==> src/rtl/clock_gate_controller_if.sv <==
// rtl/clock_gate_controller_if.sv - stop/resume handshake bundle between host/core sources and the clock gate controller
//   stop_req     : NUM_SRC level stop requests, held by each source until serviced
//   host_stop    : level stop request from the host
//   resume_valid : host resume request
//   resume_ready : controller can accept a resume this cycle
//   master drives requests; slave (controller) returns resume_ready
interface clock_gate_controller_if #(
  parameter int NUM_SRC = 4
);
  logic [NUM_SRC-1:0] stop_req;
  logic               host_stop;
  logic               resume_valid;
  logic               resume_ready;

  modport master (
    output stop_req,
    output host_stop,
    output resume_valid,
    input  resume_ready
  );

  modport slave (
    input  stop_req,
    input  host_stop,
    input  resume_valid,
    output resume_ready
  );
endinterface

==> src/rtl/clock_gate_controller.sv <==
// rtl/clock_gate_controller.sv - registered glitch-free active-low clock enable with drain/resume sequencing
//   clock         : base (ungated) clock
//   reset         : asynchronous active-low reset
//   ctl           : stop/resume handshake (slave side)
//   clock_ce_n    : clock buffer CE, 0 = run, 1 = gate, straight from a flop
//   gated         : 1 while in GATED
//   cause         : latched stop causes, bit NUM_SRC = host
//   gated_cycles  : saturating count of cycles with clock_ce_n = 1
//   stop_count    : saturating count of accepted stop events
//   counter_clear : synchronous clear of both counters
module clock_gate_controller #(
  parameter int NUM_SRC       = 4,
  parameter int DRAIN_CYCLES  = 4,
  parameter int RESUME_CYCLES = 8,
  parameter int CNT_W         = 32
) (
  input  logic                  clock,
  input  logic                  reset,
  clock_gate_controller_if.slave ctl,
  output logic                  clock_ce_n,
  output logic                  gated,
  output logic [NUM_SRC:0]      cause,
  output logic [CNT_W-1:0]      gated_cycles,
  output logic [15:0]           stop_count,
  input  logic                  counter_clear
);

  localparam int TMAX = (DRAIN_CYCLES > RESUME_CYCLES) ? DRAIN_CYCLES : RESUME_CYCLES;
  localparam int TW   = $clog2(TMAX + 1);

  typedef enum logic [1:0] {
    RESUMING = 2'd0,
    RUNNING  = 2'd1,
    DRAINING = 2'd2,
    GATED    = 2'd3
  } state_t;

  state_t          state;
  logic [TW-1:0]   timer;
  logic [NUM_SRC:0] req;
  logic            any_stop;
  logic            blocked;
  logic            resume_ok;

  assign req      = {ctl.host_stop, ctl.stop_req};
  assign any_stop = |req;

  // Resume waits until every source that caused the stop has let go;
  // the host bit only blocks when the host itself is a recorded cause.
  assign blocked   = (|(cause[NUM_SRC-1:0] & ctl.stop_req)) | (cause[NUM_SRC] & ctl.host_stop);
  assign resume_ok = (state == GATED) && !blocked;
  assign ctl.resume_ready = resume_ok;

  always_ff @(posedge clock or negedge reset) begin
    if (!reset) begin
      state        <= RESUMING;
      timer        <= TW'(RESUME_CYCLES - 1);
      clock_ce_n   <= 1'b1;
      gated        <= 1'b0;
      cause        <= '0;
      gated_cycles <= '0;
      stop_count   <= '0;
    end else begin
      // Counts the registered CE, so the cycle CE falls is still counted.
      if (counter_clear) begin
        gated_cycles <= '0;
      end else if (clock_ce_n && (gated_cycles != '1)) begin
        gated_cycles <= gated_cycles + 1'b1;
      end

      if (counter_clear) begin
        stop_count <= '0;
      end else if ((state == RUNNING) && any_stop && (stop_count != 16'hFFFF)) begin
        stop_count <= stop_count + 1'b1;
      end

      case (state)
        RESUMING: begin
          if (timer == '0) begin
            state      <= RUNNING;
            clock_ce_n <= 1'b0;
          end else begin
            timer <= timer - 1'b1;
          end
        end

        RUNNING: begin
          if (any_stop) begin
            cause <= req;
            timer <= TW'(DRAIN_CYCLES - 1);
            state <= DRAINING;
          end
        end

        DRAINING: begin
          // Once accepted, a stop always completes even if requests drop.
          cause <= cause | req;
          if (timer == '0) begin
            state      <= GATED;
            clock_ce_n <= 1'b1;
            gated      <= 1'b1;
          end else begin
            timer <= timer - 1'b1;
          end
        end

        GATED: begin
          if (ctl.resume_valid && resume_ok) begin
            cause <= '0;
            timer <= TW'(RESUME_CYCLES - 1);
            gated <= 1'b0;
            state <= RESUMING;
          end else begin
            cause <= cause | req;
          end
        end

        default: begin
          state      <= RESUMING;
          timer      <= TW'(RESUME_CYCLES - 1);
          clock_ce_n <= 1'b1;
          gated      <= 1'b0;
          cause      <= '0;
        end
      endcase
    end
  end

endmodule

==> src/flat_wrapper.sv <==
// flat-port wrapper written by rule: the top's interface ports become plain ports
module clock_gate_controller_flat 
#(
  parameter int NUM_SRC       = 4,
  parameter int DRAIN_CYCLES  = 4,
  parameter int RESUME_CYCLES = 8,
  parameter int CNT_W         = 32
)
  (clock, reset, clock_ce_n, gated, cause, gated_cycles, stop_count, counter_clear, ctl_stop_req, ctl_host_stop, ctl_resume_valid, ctl_resume_ready);
  clock_gate_controller_if #(.NUM_SRC(NUM_SRC)) ctl_i ();
  input  logic clock;
  input  logic reset;
  output logic clock_ce_n;
  output logic gated;
  output logic [NUM_SRC:0] cause;
  output logic [CNT_W-1:0] gated_cycles;
  output logic [15:0] stop_count;
  input  logic counter_clear;
  input wire logic [$bits(ctl_i.stop_req)-1:0] ctl_stop_req;
  input wire logic [$bits(ctl_i.host_stop)-1:0] ctl_host_stop;
  input wire logic [$bits(ctl_i.resume_valid)-1:0] ctl_resume_valid;
  output wire logic [$bits(ctl_i.resume_ready)-1:0] ctl_resume_ready;
  assign ctl_i.stop_req = ctl_stop_req;
  assign ctl_i.host_stop = ctl_host_stop;
  assign ctl_i.resume_valid = ctl_resume_valid;
  assign ctl_resume_ready = ctl_i.resume_ready;
  clock_gate_controller #(.NUM_SRC(NUM_SRC), .DRAIN_CYCLES(DRAIN_CYCLES), .RESUME_CYCLES(RESUME_CYCLES), .CNT_W(CNT_W)) u_core (.clock(clock), .reset(reset), .ctl(ctl_i), .clock_ce_n(clock_ce_n), .gated(gated), .cause(cause), .gated_cycles(gated_cycles), .stop_count(stop_count), .counter_clear(counter_clear));
endmodule
==> config.mk <==
export PLATFORM = sky130hd
export DESIGN_NAME = clock_gate_controller_flat
export DESIGN_NICKNAME = d
export VERILOG_FILES = /design/src/rtl/clock_gate_controller_if.sv /design/src/rtl/clock_gate_controller.sv /design/src/flat_wrapper.sv
export SDC_FILE = /design/constraint.sdc
export NUM_CORES = 1
export LEC_CHECK = 0
export ABC_AREA = 1
export BUFFER_PORTS_ARGS = -buffer_cell sky130_fd_sc_hd__buf_2
export CORE_MARGIN = 8
export CORE_UTILIZATION = 40
export CTS_BUF_LIST = sky130_fd_sc_hd__clkbuf_8
export CTS_CLUSTER_DIAMETER = 30
export DETAILED_ROUTE_END_ITERATION = 6
export PLACE_DENSITY_LB_ADDON = 0.05
export SLEW_MARGIN = 20
export SYNTH_ARGS = -nofsm -noshare
export SYNTH_HDL_FRONTEND = slang
export SYNTH_SLANG_ARGS = --single-unit
==> constraint.sdc <==
create_clock -name clock -period 3 [get_ports clock]
set_input_delay 0.3 -clock clock [delete_from_list [all_inputs] [get_ports clock]]
set_output_delay 0.3 -clock clock [all_outputs]
set_load 0.03 [all_outputs]
* Word-level counts from Yosys, hierarchy flattened
Index checks and enable logic that the tools add are counted.
** Storage, ports and cells
- Register bits :: 61
- Output and inout bits :: 56
** Operators by class
- $add $sub $neg :: 3
- Equal/unequal tests :: 10
- Multiplexer cells :: 21
- Bitwise operators :: 4
- Reduce and logical (&&, ||, !) cells :: 21
** Operator list (number)
- two-way mux 32 bit :: 2
- adder 32 x 1 -> 32 bit, second input constant :: 1
- two-way mux 16 bit :: 2
- != test 32 bit, second input constant :: 1
- adder 16 x 1 -> 16 bit, second input constant :: 1
- != test 16 bit, second input constant :: 1
- one-hot mux 5 bit (3 select lines) :: 1
- two-way mux 4 bit :: 3
- one-hot mux 4 bit (3 select lines) :: 1
- two-way mux 5 bit :: 2
- AND reduction 3 bit :: 3
- two-way mux 2 bit :: 4
- one-hot mux 2 bit (4 select lines) :: 1
- nonzero test 2 bit :: 4
- != test 2 x 1 -> 1 bit, second input constant :: 3
- logical AND 1 bit :: 5
- bitwise OR 5 bit :: 1
- OR reduction 5 bit :: 1
- AND 4 bit :: 1
- equality test 2 bit, second input constant :: 2
- logical NOT 4 bit :: 1
- != test 2 bit, second input constant :: 2
- one-hot mux 1 bit (2 select lines) :: 2
- AND reduction 4 bit :: 1
- 11 further kinds :: 13

* Logic depth before layout (Yosys ltp)
- Depth after elaboration :: 8
- Mapped depth :: 13

* Least setup slack after synthesis
OpenSTA, ideal clock, no wires.
- Kind :: flip-flop to flip-flop
- Start :: register u_core.gated_cycles[0]
- End :: register u_core.gated_cycles[2]
- Arrival time :: 1863 ps
- Required time :: 2934 ps
- Path slack :: 1071 ps
- Stages on the path, launching flop included :: 14
- Path buffers :: 2
- Clock period less this slack :: 1929 ps
- Cells stage by stage :: dfrtp_1 ha_1 inv_1 nor2_2 nand2_2 nor2_4 nand2_1 nand2_1 nand2_2 inv_2 buf_6 buf_8 nand2_1 nand2_1
** On the way
- Cells in the longest elaborated chain, start to end :: 3
- Elaborated cells between the ends (all ways) :: 6
- Those cells by class :: 1 x add/sub; 1 x eq/ne; 2 x mux; 2 x reduce/logical
** RTL lines
- start: declaration :: RTL line clock_gate_controller.sv:23 : output logic [CNT_W-1:0] gated_cycles,
- start signal: assignment :: RTL line clock_gate_controller.sv:68 : gated_cycles <= gated_cycles + 1'b1;
- adder 32 x 1 -> 32 bit or != test 32 bit (tied branches) :: RTL line clock_gate_controller.sv:68, clock_gate_controller.sv:67
- two-way mux 32 bit or logical AND 1 bit (tied branches) :: RTL line clock_gate_controller.sv:67 : end else if (clock_ce_n && (gated_cycles != '1)) begin
- two-way mux 32 bit or nonzero test 2 bit (tied branches)
Several ways; a longest one is shown, not always the timed one. The select of a mux whose other input is x is not followed.
A chain may end at the register's enable or synchronous reset.

* Final worst setup path
- Start :: register u_core.gated_cycles[0]
- End :: register u_core.gated_cycles[13]
Same word-level chain as after synthesis.

==> results.md <==
- Between clock sinks in the finished design, the worst skew comes to 0.007188 ns.
- The final count of pins violating max slew is 0.
- The initial core utilization is 41.19%.
- The final core area utilization is 48.04%.
- The share of power burned in the clock network is 29.2%.
- The total global routing overflow is 0.
- The internal power of the cells totals 1.711 mW.
- Counting the fill cells in the layout gives 1058.
- Max-cap violations in this run came to 0.
- The clock transition at the registers of the reported paths is 0.07 ns.
- Headroom to the max-slew limit came out at 58.42%.
- After Yosys synthesis, XOR and XNOR cells account for 3.915% of the synthesized area.
- The shortest clock period the worst path allows after layout is 2.105 ns.
- In this run the core area contains 36 standard-cell rows.
- In this run the tool buffered the top-level ports with 64 buffer cells.
- The remaining antenna violation count is 0.
- The count of final setup violators is 0.
- The total detailed-routing wirelength is 11250 µm.
- The via count of the first global-routing pass is 3892.
- In this run the cell area of the synthesized design comes to 0.004026 mm².
- The leakage power figure is 2.415 nW.
- The via count normalized by instance count is 4.984.
- The post-CTS setup repair buffer count is 0.
- The number of violations reported at the end of detailed-routing iteration 0 is 250.
- The final layout contains 686 nets.
- The fraction of the mapped netlist area in simple logic gates is 44.03%.
- The placeable core region is 0.009774 mm².
- The switching power is 1.083 mW.
- Derived from the worst setup path, the maximum achievable clock frequency is 475.0 MHz.
- The total power divided by cell area is 595.1 mW/mm².
- The number of failing hold endpoints at the final stage came to 0.
- The post-synth net total is 618.
- VDD sags by at most 0.0002687 V.
- The share of synthesized area spent on multiplexers is 0%.
- The sequential power share is 37.4%.
- The setup slack of the worst register-to-register path is 0.89 ns.
- The cell depth of the worst min-delay path is 4.
- The slew at the pin closest to its max-slew limit is 0.6215 ns.
- By area, the combinational part of the netlist is dominated by simple AND/OR/NAND/NOR gates.
- The synthesized netlist devotes 2.486% of its cell area to adder and majority cells.
- The path category of the worst min-delay check is in2reg.
- The share of the yosys chip area belonging to registers is 38.04%.
- The cell type contributing the most total cell area after synthesis is dfrtp_1.
- The worst setup path is captured at a flop.
- The number of buffers between clock root and the deepest sink is 2.
- The number of cells on the worst reg-to-reg path is 11.
- 65 I/O pins were placed.
- In the final timing run, aggregate negative setup slack is 0 ns.
- Before antenna repair, the detailed router went through 5 iterations.
- The worst setup path is of the reg2reg kind.
- The repair_antennas step left the layout with diodes totalling 0.
- The startpoint of the most critical register-to-register path is u_core.gated_cycles[0].
- The combinational share of power is 33.4%.
- The layout cell share with drive strength beyond 1 is 15.13%.
- Routability-driven placement finished with a final weighted congestion of 0.8643.
- The first global-routing pass estimated 19310 µm of wire.
- In this run the number of H-tree levels came out at 3.
- The run finished with clean final reports.
- Entering global routing, the biggest net connects 39 pins.
- In this run the vertical extent of the chip is 116.3 µm.
- After technology mapping, the gate count stands at 601.
- The count of synthesis-stage warnings from yosys is 0.
- Compared with the post-synthesis result, the final layout area differs by 16.63%.
- The die is 116.3 µm wide.
- The finished cells cover 0.004696 mm².
- Of the total power, the share spent switching nets is 38.77%.
- The worst hold path begins at ctl_stop_req[1].
- The standard cell area after detailed placement is 0.004469 mm².
- Ranked by total cell area, the synthesized netlist is headed by dfrtp_1 (35%), nand2_1 (21%), nor2_1 (7.7%).
- The average instance area after synthesis is 6.699 µm².
- In this run, synthesis produced a sequential element count of 61.
- For this run, design rule violations remaining after detail routing come to 0.
- In this run, CTS created clock tree buffers numbering 9.
- The total number of vias is 4022.
- Summing the areas of all compound-gate instances in the mapped netlist gives 4.475% of the synthesized area.
- The floorplan die area is 0.01353 mm².
- The number of antenna violations at the first check in global routing is 0.
- STA classifies the critical path startpoint as a flop.
- Setup repair after global routing left no endpoint under its margin.
- The total number of clock tree sinks is 61.
- Overall power consumption after layout is estimated at 2.795 mW.
- The path with the worst hold slack has its endpoint at u_core.cause[1].
- For the worst-skew pair, the clock arrives at the later sink with an insertion delay of 0.34 ns.
- Across every metal layer, demand over resource in global routing totals 17.96%.
- The ratio of final minimum period to clock period is 70.17%.
- The number of instances resized during post-cts repair is 0.
- The reg-to-reg critical path endpoint is u_core.gated_cycles[13].
- The detailed placer's ending HPWL is 8402 µm.
- The peak fanout along the critical path is 29.
- The data required time of the critical path is 3.28 ns.
- The detailed-route wire length per cell is 13.94 µm.
- The share of Yosys cell area claimed by the top area cell type is 35.43%.
- The TritonCTS clock tree is done.
- The cell sitting at the root of the clock tree is a clkbuf_8.
- For the worst setup path, the data arrival time is 2.38 ns.
- Yosys mapped the design onto 32 distinct sky130hd cell types.
## through the flow
stage | hold WS (ns) | worst slack, ns | instances
global placement | 0.3425 | 0.9331 | 790
global route | 0.3112 | 0.5640 | 807
floorplan | 0.004409 | 1.071 | 601
finish | 0.2921 | 0.8949 | 807
detailed placement | 0.3476 | 0.8765 | 790
CTS | 0.2749 | 0.8561 | 807
## power groups by stage
stage                     logic, mW  registers [mW]  clock network (mW)
after detailed placement      0.948            1.06                   0
final                         0.932            1.05               0.817
after global routing           1.08            1.07               0.873
after floorplan               0.594            1.16                   0
after CTS                     0.949            1.05               0.844
after global placement        0.936            1.06                   0
## what timing repair did
action                     4_1_cts  5_1_grt
hold endpoints to repair        23        0
setup endpoints to repair        0        0
hold buffers                     1        0
## layout make-up
class                           instances  area, µm²  share of cell area (%)
Clock buffer                           10      137.6                   2.931
Timing Repair Buffer                   68      352.8                   7.514
Multi-Input combinational cell        471       2211                   47.08
Sequential cell                        61       1531                   32.61
Tap cell                              133      166.4                   3.544
Clock inverter                          6      78.83                   1.679
Inverter                               58      217.7                   4.636
## flip-flops by register name (all words and copies together) (netlist names)
register,flops
u_core.gated_cycles,32
u_core.stop_count,16
u_core.cause,5
u_core.timer,4
u_core.state,2
u_core.clock_ce_n,1
u_core.gated,1
## critical path: stages, from the launching register on
cell     delay (ns)
dfrtp_1        0.42
ha_1           0.24
inv_1          0.08
nor2_2         0.16
nand2_2        0.10
nor2_4         0.15
nand2_1        0.08
nand2_1        0.09
nand2_2        0.10
inv_2          0.42
nand2_1        0.10
nand2_1        0.09
## worst max-delay path by stage
stage                                   end              startpoint  depth (start not counted)
detailed placement  u_core.gated_cycles[13]  u_core.gated_cycles[0]                         11
CTS                 u_core.gated_cycles[13]  u_core.gated_cycles[0]                         11
global placement    u_core.gated_cycles[10]  u_core.gated_cycles[0]                         11
finish              u_core.gated_cycles[13]  u_core.gated_cycles[0]                         11
global route        u_core.gated_cycles[27]  u_core.gated_cycles[0]                         11
floorplan            u_core.gated_cycles[2]  u_core.gated_cycles[0]                         13
## layout by cell type, fill, tap and decap left out, drive strengths merged
cell type    instances
nand2              230
nor2                87
buf                 67
inv                 58
dfrtp               57
nand3               44
nand4               37
o21ai               18
xor2                15
clkbuf              10
ha                   8
nor3                 7
or2                  6
a21o                 5
dfstp                4
clkinv               4
nand3b               3
o21bai               3
xnor2                3
a21oi                3
bufinv               2
and3                 1
a21boi               1
dlygate4sd3          1
## cells in the mapped netlist
cell / number
buf_6: 1
nand2_2: 2
nand2_1: 228
o21ai_0: 17
a21o_1: 5
buf_8: 1
a21oi_1: 1
nor2_2: 2
inv_1: 56
buf_2: 2
clkinv_1: 1
xnor2_1: 3
and3_1: 1
a21oi_2: 2
o21ai_1: 1
dfrtp_1: 57
or2_2: 6
ha_1: 8
nand3_1: 44
clkbuf_1: 6
dfstp_2: 4
nor3_1: 6
nor3_2: 1
nand4_1: 37
a21boi_0: 1
nor2_1: 83
buf_4: 1
nor2_4: 2
inv_2: 1
nand3b_1: 3
o21bai_1: 3
xor2_1: 15
## logic make-up (layout without fill, tap and decap cells)
kind of cell	Yosys count	in the layout
simple gates	415	415
buf+inv	69	142
flops	61	61
compound gates	30	30
xor+xnor	18	18
fa+ha+maj	8	8
## routing by layer
metal  GRT usage, %  routed length, µm  up-vias  part of all wire [%]
li1               -                  -     2064                     -
met5              0                  0        -                     0
met4          6.396                153        0                   1.4
met1          25.22               5692     1842                    51
met2          27.04               4759      104                    42
met3          3.102                645       12                   5.7
Power figures use the tool's default switching activity.
